**config.mk**
```make
export PLATFORM = sky130hd
export DESIGN_NAME = prco_uart_tx_flat
export DESIGN_NICKNAME = d
export VERILOG_FILES = /design/src/rtl/prco_uart_tx_if.sv /design/src/rtl/prco_uart_tx.sv /design/src/flat_wrapper.sv
export SDC_FILE = /design/constraint.sdc
export NUM_CORES = 1
export LEC_CHECK = 0
export ABC_AREA = 1
export CORE_MARGIN = 4
export CORE_UTILIZATION = 45
export CTS_BUF_LIST = sky130_fd_sc_hd__clkbuf_4 sky130_fd_sc_hd__clkbuf_8 sky130_fd_sc_hd__clkbuf_16
export CTS_CLUSTER_DIAMETER = 50
export DETAILED_ROUTE_END_ITERATION = 16
export PLACE_DENSITY = 0.62
export SYNTH_ARGS = -nofsm -noshare
export SYNTH_HDL_FRONTEND = slang
export SYNTH_SLANG_ARGS = --single-unit
```
**constraint.sdc**
```tcl
create_clock -name i_clk -period 2.9 [get_ports i_clk]
set_input_delay 0.725 -clock i_clk [delete_from_list [all_inputs] [get_ports i_clk]]
set_output_delay 0.725 -clock i_clk [all_outputs]
set_load 0.05 [all_outputs]
```
**src/rtl/prco_uart_tx_if.sv**
```systemverilog
// Byte-write and status bundle between the core and the UART transmitter.
// Signal names match the original port list so existing connections carry over.
interface prco_uart_tx_if;
  logic       i_ce;
  logic [7:0] i_byte;
  logic       q_tx;
  logic       q_full;
  logic       q_empty;
  logic [4:0] q_count;
  logic       q_busy;
  logic       q_overflow;

  modport master (
    output i_ce, i_byte,
    input  q_tx, q_full, q_empty, q_count, q_busy, q_overflow
  );

  modport slave (
    input  i_ce, i_byte,
    output q_tx, q_full, q_empty, q_count, q_busy, q_overflow
  );
endinterface

```
**src/rtl/prco_uart_tx.sv**
```systemverilog
// UART transmitter (8N1, LSB first) fed by a small byte FIFO.
// Every output is a flop; FIFO status flags are registered alongside the count.
module prco_uart_tx #(
  parameter int unsigned CLK_DIV    = 434,
  parameter int unsigned FIFO_DEPTH = 8
) (
  input  logic          i_clk,
  input  logic          i_reset_n,
  prco_uart_tx_if.slave bus
);

  localparam int unsigned PTR_W     = (FIFO_DEPTH > 1) ? $clog2(FIFO_DEPTH) : 1;
  localparam logic [15:0] BAUD_LAST = 16'(CLK_DIV - 1);
  localparam logic [4:0]  DEPTH_CNT = 5'(FIFO_DEPTH);

  typedef enum logic [1:0] {
    S_IDLE,
    S_START,
    S_DATA,
    S_STOP
  } state_e;

  logic [7:0]       mem [FIFO_DEPTH];
  logic [PTR_W-1:0] wr_ptr_q, wr_ptr_d;
  logic [PTR_W-1:0] rd_ptr_q, rd_ptr_d;
  logic [4:0]       count_q, count_d;
  logic             full_q, full_d;
  logic             empty_q, empty_d;
  logic             ovf_q, ovf_d;
  state_e           state_q, state_d;
  logic [15:0]      baud_q, baud_d;
  logic [2:0]       bit_idx_q, bit_idx_d;
  logic [7:0]       shreg_q, shreg_d;
  logic             tx_q, tx_d;
  logic             busy_q, busy_d;
  logic             push;
  logic             pop;
  logic             baud_end;

  always_comb begin
    push      = bus.i_ce && !full_q;
    pop       = 1'b0;
    baud_end  = (baud_q == BAUD_LAST);
    state_d   = state_q;
    baud_d    = baud_q;
    bit_idx_d = bit_idx_q;
    shreg_d   = shreg_q;
    tx_d      = tx_q;

    // tx_d is the line level for the state being entered, so q_tx changes on the same edge as the state
    unique case (state_q)
      S_IDLE: begin
        tx_d = 1'b1;
        if (!empty_q) begin
          pop     = 1'b1;
          shreg_d = mem[rd_ptr_q];
          baud_d  = '0;
          state_d = S_START;
          tx_d    = 1'b0;
        end
      end
      S_START: begin
        if (baud_end) begin
          baud_d    = '0;
          bit_idx_d = '0;
          state_d   = S_DATA;
          tx_d      = shreg_q[0];
        end else begin
          baud_d = baud_q + 16'd1;
        end
      end
      S_DATA: begin
        if (baud_end) begin
          baud_d = '0;
          if (bit_idx_q == 3'd7) begin
            state_d = S_STOP;
            tx_d    = 1'b1;
          end else begin
            shreg_d   = shreg_q >> 1;
            bit_idx_d = bit_idx_q + 3'd1;
            tx_d      = shreg_q[1];
          end
        end else begin
          baud_d = baud_q + 16'd1;
        end
      end
      S_STOP: begin
        if (baud_end) begin
          baud_d = '0;
          if (!empty_q) begin
            pop     = 1'b1;
            shreg_d = mem[rd_ptr_q];
            state_d = S_START;
            tx_d    = 1'b0;
          end else begin
            state_d = S_IDLE;
            tx_d    = 1'b1;
          end
        end else begin
          baud_d = baud_q + 16'd1;
        end
      end
      default: begin
        state_d = S_IDLE;
        tx_d    = 1'b1;
      end
    endcase

    busy_d   = (state_d != S_IDLE);
    wr_ptr_d = push ? wr_ptr_q + PTR_W'(1) : wr_ptr_q;
    rd_ptr_d = pop  ? rd_ptr_q + PTR_W'(1) : rd_ptr_q;
    unique case ({push, pop})
      2'b10:   count_d = count_q + 5'd1;
      2'b01:   count_d = count_q - 5'd1;
      default: count_d = count_q;
    endcase
    full_d  = (count_d == DEPTH_CNT);
    empty_d = (count_d == 5'd0);
    ovf_d   = bus.i_ce && full_q;
  end

  always_ff @(posedge i_clk or negedge i_reset_n) begin
    if (!i_reset_n) begin
      wr_ptr_q  <= '0;
      rd_ptr_q  <= '0;
      count_q   <= '0;
      full_q    <= 1'b0;
      empty_q   <= 1'b1;
      ovf_q     <= 1'b0;
      state_q   <= S_IDLE;
      baud_q    <= '0;
      bit_idx_q <= '0;
      shreg_q   <= '0;
      tx_q      <= 1'b1;
      busy_q    <= 1'b0;
    end else begin
      wr_ptr_q  <= wr_ptr_d;
      rd_ptr_q  <= rd_ptr_d;
      count_q   <= count_d;
      full_q    <= full_d;
      empty_q   <= empty_d;
      ovf_q     <= ovf_d;
      state_q   <= state_d;
      baud_q    <= baud_d;
      bit_idx_q <= bit_idx_d;
      shreg_q   <= shreg_d;
      tx_q      <= tx_d;
      busy_q    <= busy_d;
    end
  end

  // Storage needs no reset: occupancy is tracked by the pointers and count.
  always_ff @(posedge i_clk) begin
    if (push) begin
      mem[wr_ptr_q] <= bus.i_byte;
    end
  end

  assign bus.q_tx       = tx_q;
  assign bus.q_full     = full_q;
  assign bus.q_empty    = empty_q;
  assign bus.q_count    = count_q;
  assign bus.q_busy     = busy_q;
  assign bus.q_overflow = ovf_q;

endmodule

```
**src/flat_wrapper.sv**
```systemverilog
// flat-port wrapper written by rule: the top's interface ports become plain ports
module prco_uart_tx_flat 
#(
  parameter int unsigned CLK_DIV    = 434,
  parameter int unsigned FIFO_DEPTH = 8
)
  (i_clk, i_reset_n, bus_i_ce, bus_i_byte, bus_q_tx, bus_q_full, bus_q_empty, bus_q_count, bus_q_busy, bus_q_overflow);
  prco_uart_tx_if bus_i ();
  input  logic i_clk;
  input  logic i_reset_n;
  input wire logic [$bits(bus_i.i_ce)-1:0] bus_i_ce;
  input wire logic [$bits(bus_i.i_byte)-1:0] bus_i_byte;
  output wire logic [$bits(bus_i.q_tx)-1:0] bus_q_tx;
  output wire logic [$bits(bus_i.q_full)-1:0] bus_q_full;
  output wire logic [$bits(bus_i.q_empty)-1:0] bus_q_empty;
  output wire logic [$bits(bus_i.q_count)-1:0] bus_q_count;
  output wire logic [$bits(bus_i.q_busy)-1:0] bus_q_busy;
  output wire logic [$bits(bus_i.q_overflow)-1:0] bus_q_overflow;
  assign bus_i.i_ce = bus_i_ce;
  assign bus_i.i_byte = bus_i_byte;
  assign bus_q_tx = bus_i.q_tx;
  assign bus_q_full = bus_i.q_full;
  assign bus_q_empty = bus_i.q_empty;
  assign bus_q_count = bus_i.q_count;
  assign bus_q_busy = bus_i.q_busy;
  assign bus_q_overflow = bus_i.q_overflow;
  prco_uart_tx #(.CLK_DIV(CLK_DIV), .FIFO_DEPTH(FIFO_DEPTH)) u_core (.i_clk(i_clk), .i_reset_n(i_reset_n), .bus(bus_i));
endmodule
```
* Word-level counts from Yosys, hierarchy flattened
Memories as Yosys holds them, arrays and structs flattened.
Cells that the tools add are included.
** Word-level totals
- Register bits after elaboration :: 45
- Latch bits :: 0
- Bits in writable memories :: 64
- ROM bits :: 0
- Input port bits :: 11
- Output and inout port bits :: 10
- Memories :: 1
** Memory list
- u_core.mem :: words 8, width 8, read ports 1, clocked after Yosys merged registers in 0, wr ports 1, RTL line prco_uart_tx.sv:23 : logic [7:0] mem [FIFO_DEPTH];
** Operators by class
- Add/subtract/negate cells :: 6
- Multiply operators :: 0
- Divide/modulo/power cells :: 0
- Magnitude comparators :: 0
- Eq/ne operators :: 13
- Shifts and indexed selects :: 0
- Mux-type cells :: 31
- Bitwise logic cells :: 0
- Reductions and logical operators :: 12
** Operators by type and width (number)
- 16-bit two-way mux :: 2
- 8-bit two-way mux :: 4
- 16-bit case mux with 2 select lines :: 1
- 8-bit case mux with 3 select lines :: 1
- 16-bit by 1-bit adder with 16-bit output, second input constant :: 1
- 16-bit by 9-bit == test with 1-bit output, second input constant :: 1
- 1-bit two-way mux :: 10
- 2-bit two-way mux :: 5
- 5-bit case mux with 2 select lines :: 1
- 3-bit by 1-bit adder with 3-bit output, second input constant :: 3
- 3-bit two-way mux :: 3
- 2-bit case mux with 4 select lines :: 1
- 4-bit AND reduction :: 2
- 2-bit == test, second input constant :: 3
- 2-bit by 1-bit != test with 1-bit output, second input constant :: 3
- 3-bit case mux with 2 select lines :: 1
- 5-bit by 1-bit adder with 5-bit output, second input constant :: 1
- 5-bit by 4-bit == test with 1-bit output, second input constant :: 1
- 5-bit logical NOT :: 1
- 5-bit by 1-bit subtractor with 5-bit output, second input constant :: 1
- 2-bit by 1-bit == test with 1-bit output, second input constant :: 2
- 2-bit != test, second input constant :: 2
- 1-bit case mux with 4 select lines :: 1
- 2-bit nonzero test :: 2
- 8 further kinds :: 9

* Logic depth before layout (Yosys ltp)
Gate-level depths: netlist of the first run.
- Word-level depth :: 6
- Gate-level depth with buffers :: 19
- Depth with buffers taken out :: 19

* Worst setup path after synthesis of the first run
OpenSTA, ideal clock, no wires.
- Path kind :: reg-to-reg
- Start :: register u_core.state_q[0]
- End :: register u_core.empty_q, in the netlist u_core.bus.q_empty
- Setup time :: 67 ps
- Data arrival time :: 2434 ps
- Data required time :: 2833 ps
- Slack :: 399 ps
- Cell stages (with the launch flop) :: 16
- Path buffers :: 0
- Cells stage by stage :: dfrtp_1 > inv_1 > ha_1 > nor3_1 > nand3_2 > nand2_4 > nand3_2 > nand2_1 > inv_2 > ha_1 > o21ai_0 > inv_1 > or2_2 > nor2_2 > nand3_1 > nor2_1
** On the way
- Cells in the longest elaborated chain, start to end :: 5
** Ends and longest elaborated chain
- start, declared :: RTL line prco_uart_tx.sv:30 : state_e state_q, state_d;
- start signal, assigned :: RTL line prco_uart_tx.sv:143 : state_q <= state_d;
- 2-bit == test or 2-bit logical NOT (tied branches) :: RTL line prco_uart_tx.sv:51 : unique case (state_q)
- 1-bit case mux with 2 select lines * :: RTL line prco_uart_tx.sv:51
- 2-bit by 1-bit == test with 1-bit output or 2-bit == test (tied branches) :: RTL line prco_uart_tx.sv:112 : unique case ({push, pop})
- 5-bit case mux with 2 select lines * :: RTL line prco_uart_tx.sv:112
- named net u_core.count_d[1] :: RTL line prco_uart_tx.sv:26 : logic [4:0] count_q, count_d;
- 5-bit logical NOT * :: RTL line prco_uart_tx.sv:118 : empty_d = (count_d == 5'd0);
- named net u_core.empty_d :: RTL line prco_uart_tx.sv:28 : logic empty_q, empty_d;
- end signal, assigned :: RTL line prco_uart_tx.sv:141 : empty_q <= empty_d;
- end, declared :: RTL line prco_uart_tx.sv:28
Mark *: on every way through the listed nets, which the timed path passes. The rest lies on a longest branch.
A chain may end at the register's enable or synchronous reset.

* Worst setup path in the final report of the first run
- Start :: input bus_i_ce
- End :: register u_core.empty_q, in the netlist u_core.bus.q_empty
** On the way
- Cells in the longest elaborated chain, start to end :: 4
** Ends and longest elaborated chain
- start, declared :: RTL line flat_wrapper.sv:11 : input wire logic [$bits(bus_i.i_ce)-1:0] bus_i_ce;
- 1-bit logical AND * :: RTL line prco_uart_tx.sv:41 : push = bus.i_ce && !full_q;
- 2-bit by 1-bit == test with 1-bit output or 2-bit == test (tied branches) :: RTL line prco_uart_tx.sv:112
- 5-bit case mux with 2 select lines * :: RTL line prco_uart_tx.sv:112
- named net u_core.count_d[1] :: RTL line prco_uart_tx.sv:26
- 5-bit logical NOT * :: RTL line prco_uart_tx.sv:118
- named net u_core.empty_d :: RTL line prco_uart_tx.sv:28
Marks and branches as above.

==> results of run 1 <==
## state kept, by name (all words and copies together), names as in the netlist, 2 cells and up
signal              flops
u_core.state_q          2
u_core.shreg_q          8
u_core.baud_q          16
u_core.bit_idx_q        3
u_core.rd_ptr_q         3
u_core.mem             64
u_core.wr_ptr_q         3
u_core.bus.q_count      5
## synth_stat cells (3+ instances only)
master                      n  area, um^2
sky130_fd_sc_hd__a21oi_1   19       95.09
sky130_fd_sc_hd__clkbuf_1  12       45.04
sky130_fd_sc_hd__dfrtp_1   43        1076
sky130_fd_sc_hd__edfxtp_1  64        1922
sky130_fd_sc_hd__ha_1      13       162.7
sky130_fd_sc_hd__inv_1     43       161.4
sky130_fd_sc_hd__inv_2      3       11.26
sky130_fd_sc_hd__nand2_1   77       289.0
sky130_fd_sc_hd__nand2_2    8       50.05
sky130_fd_sc_hd__nand3_1   18       90.09
sky130_fd_sc_hd__nand3_2    8       80.08
sky130_fd_sc_hd__nor2_1    61       229.0
sky130_fd_sc_hd__nor2_2     4       25.02
sky130_fd_sc_hd__nor3_1     4       20.02
sky130_fd_sc_hd__o21ai_0   56       280.3
sky130_fd_sc_hd__o21ai_1    3       15.01
sky130_fd_sc_hd__o22ai_1   20       125.1
sky130_fd_sc_hd__xnor2_1    3       26.28
sky130_fd_sc_hd__xor2_1     8       70.07
## metal layers
| metal | wire, um | vias to the layer above |
|---|---|---|
| met5 | 0 | - |
| met1 | 4586 | 1715 |
| met2 | 5012 | 56 |
| li1 | - | 1787 |
| met4 | 100 | 0 |
| met3 | 440 | 6 |
## path summary, 6_finish.rpt
check                           slack, ns                  to  depth (start not counted)               from
worst min-delay path                 0.32   u_core.baud_q[13]                          1          i_reset_n
max in group asynchronous            1.83  u_core.bus.q_empty                          2          i_reset_n
min in group i_clk                   0.49   u_core.shreg_q[4]                          2  u_core.shreg_q[4]
worst min register to register       0.49   u_core.shreg_q[4]                          2  u_core.shreg_q[4]
worst max register to register       0.29  u_core.bus.q_empty                         15  u_core.state_q[1]
worst max-delay path                 0.29  u_core.bus.q_empty                         15           bus_i_ce
## stage by stage
step	hold WS [ns]	setup slack [ns]	setup TNS, ns	cells	util [%]
after floorplan	0.4294	0.3988	0	499	-
after global placement	0.4683	-0.03387	-0.06063	667	50.87
after detailed placement	0.4730	-0.09030	-0.1609	667	50.87
after CTS	0.3308	0.2322	0	683	53.57
after global routing	0.3480	0.05435	0	683	53.58
final	0.3222	0.2892	0	683	53.58
## report_power, final
part / internal (mW) / switching, mW
Clock: 0.617 / 0.578
Sequential: 1.82 / 0.0906
Combinational: 0.260 / 0.477
## final cells by class
class	instances	area [um^2]
inverter	48	180.2
clock inverter	6	62.56
clock buffer	10	232.7
fill	954	5076
tap	140	175.2
multi-input combinational	328	1797
timing repair buffer	42	360.3
sequential	109	3052
## critical path: cells and delay by family
family                     cells  cell delay [ns]
buffers and inverters          5             0.82
and+or+nand+nor                8             0.94
adders and majority gates      1             0.26
AOI/OAI and AO/OA              1             0.13
## logic make-up (layout without fill, tap and decap cells)
kind of cell    Yosys count  after routing  synth area share [%]
compound gates          113            113                 12.85
xor+xnor                 11             11                 1.896
fa+ha+maj                13             13                 3.200
buf+inv                  62            106                 4.628
flops                   109            109                 60.02
simple gates            191            191                 17.41
## repair_timing
action | in CTS | in global routing
setup endpoints to repair | 0 | 2
gates resized for setup | 0 | 1
buffers inserted | 0 | 0
==> impl.org, run 1 <==
** Run status
- The run finished with clean final reports.

** Floorplanning
- Count of pins on the block boundary :: 21
- The die is 114.3 um tall.
- Full die area :: 13060 um^2
- Core Footprint :: 10940 um^2
- Measured along the x axis, the die boundary spans 114.3 um.
- Row generation in the floorplan step produced 38 rows.
- The initial utilization of the core area, before any placement, comes to 46.48%.

** Place
- Detailed placement finished with a half-perimeter wire length of 7049 um.
- Once placement finished, the instance area stood at 5563 um^2.
- GP Congestion :: 0.8810
- # port buffers :: 20

** Routing
- Detailed Route WL :: 10140 um
- Via count normalized by instance count :: 5.218
- In this run, the number of DRC markers left after iteration 0 of detailed routing was 244.
- In the routed design, unresolved DRC markers number 0.
- Detail Route Antenna Nets :: 0
- For this block, the via count after detailed routing is 3564.
- The first detailed-routing pass ran for 4 iterations.
- After detailed routing, the average wire length per cell comes to 14.85 um.

** Synth
- In this run, synthesis inferred 64 flip-flops with an integrated enable.
- Cell Area, Synth :: 5082 um^2
- Summing the sequential cell areas from Yosys gives 60.02% of the chip area.
- Yosys warns :: 0
- Synth unique cells :: 41
- For this run, asynchronously set or reset flops after synthesis account for 41.28%.
- Synthesis produced a netlist with a net count of 523.
- Synthesized instance count :: 499
- Synthesis inferred 109 register bits.
- Top flip-flop cell by instance count after synthesis :: sky130_fd_sc_hd__edfxtp_1
- Averaged over all synthesized cells, the footprint is 10.19 um^2.

** CTS
- CTS placed an instance of sky130_fd_sc_hd__clkbuf_16 at the clock tree root.
- In this run the deepest clock path goes through 2 buffers.
- Hold buffers post-CTS :: 0
- TritonCTS built the clock tree.
- Clock slew at reported path FFs :: 0.07 ns
- H-tree levels :: 3
- Clock latency on the worst-skew pair, taken at its later pin, is 0.34 ns.
- TritonCTS created 9 clock buffers.
- CTS Sinks :: 109

** Critical path
- Of all nets on the critical path, the largest fanout is 5.
- Slowest cell on the critical path :: sky130_fd_sc_hd__clkdlybuf4s50_1
- Series of cell instances along the critical path :: clkdlybuf4s50_1 -> inv_1 -> nor2_4 -> clkinv_1 -> nand2_4 -> nand2_1 -> nand2_1 -> inv_2 -> ha_1 -> o21ai_0 -> inv_1 -> or2_2 -> nor2_2 -> nand3_1 -> nor2_1
- Worst path max stage delay :: 0.47 ns
- Kind of launch point of the worst setup path :: input pin
- Data required time of the critical path :: 3.18 ns
- Arrival time of the worst setup path :: 2.89 ns
- Critical Setup Path Class :: in2reg
- CP endpoint kind :: register

** Global routing
- For this run, the total global-route usage over all layers was measured as 16.84%.
- Wire length of the first global-routing pass :: 17170 um
- The initial antenna violation count came to 0.
- Overflow left after global routing :: 0
- Grt met1 use :: 22.15%
- The global routing stage identified its most utilized layer as met2.
- Global routing used 28.14% of the available met2 tracks.
- Met3 routing resource usage after global routing :: 3.383%
- Number of global-route vias before repair :: 3506
- Entering global routing, the biggest net connects 28 pins.

** STA
- The worst path uses 90.03% of the clock period.
- Derived from the worst setup path, the maximum achievable clock frequency is 383.0 MHz.
- Measured against its own limit, the worst slew margin works out to 40.79%.
- Final hold violation count :: 0
- Slew at the pin with the worst max-slew slack :: 0.8881 ns
- Count of pins over their slew limit :: 0
- Unrepaired setup endpoints after global routing :: false
- Clock period minus worst slack :: 2.611 ns
- Setup violations remaining at the end of the flow were counted as 0.
- Clock skew on the completed layout was measured at 0.009372 ns.

** Layout
- Final net count :: 562
- Summing all non-filler instances in the final layout gives an area of 5859 um^2.
- The post-route netlist has 14.55% of its cells at a drive strength greater than 1.
- The library cells used most frequently in the layout, excluding fill and tap cells, are sky130_fd_sc_hd__nand2_1, sky130_fd_sc_hd__edfxtp_1, sky130_fd_sc_hd__nor2_1.
- From synthesis to final layout, the design area changed by 15.29%.
- Leaving out fill and tap cells, the most frequent cell in the layout is sky130_fd_sc_hd__nand2_1.
- 0 antenna diodes ended up in the layout.

** Pwr
- The analysis attributes to cell leakage a power of 2.314 nW.
- In this run the power density over the cells is 656.6 nW/um^2.
- IR Drop Worst-Case VDD :: 0.4092 mV
- The design draws 3.847 mW.

** Job
- Across the run, the number of max-cap violations was 0.

** Hold path
- Worst hold path type :: in2async
(Power assumes the default switching activity.)
==> run 2: changes to the inputs <==
--- a/config.mk
+++ b/config.mk
@@ -15,3 +15,4 @@
 export SYNTH_ARGS = -nofsm -noshare
 export SYNTH_HDL_FRONTEND = slang
 export SYNTH_SLANG_ARGS = --single-unit
+export TNS_END_PERCENT = 5
==> results of run 2 <==
Final layout, timing and power as in run 1 (identical DEF).
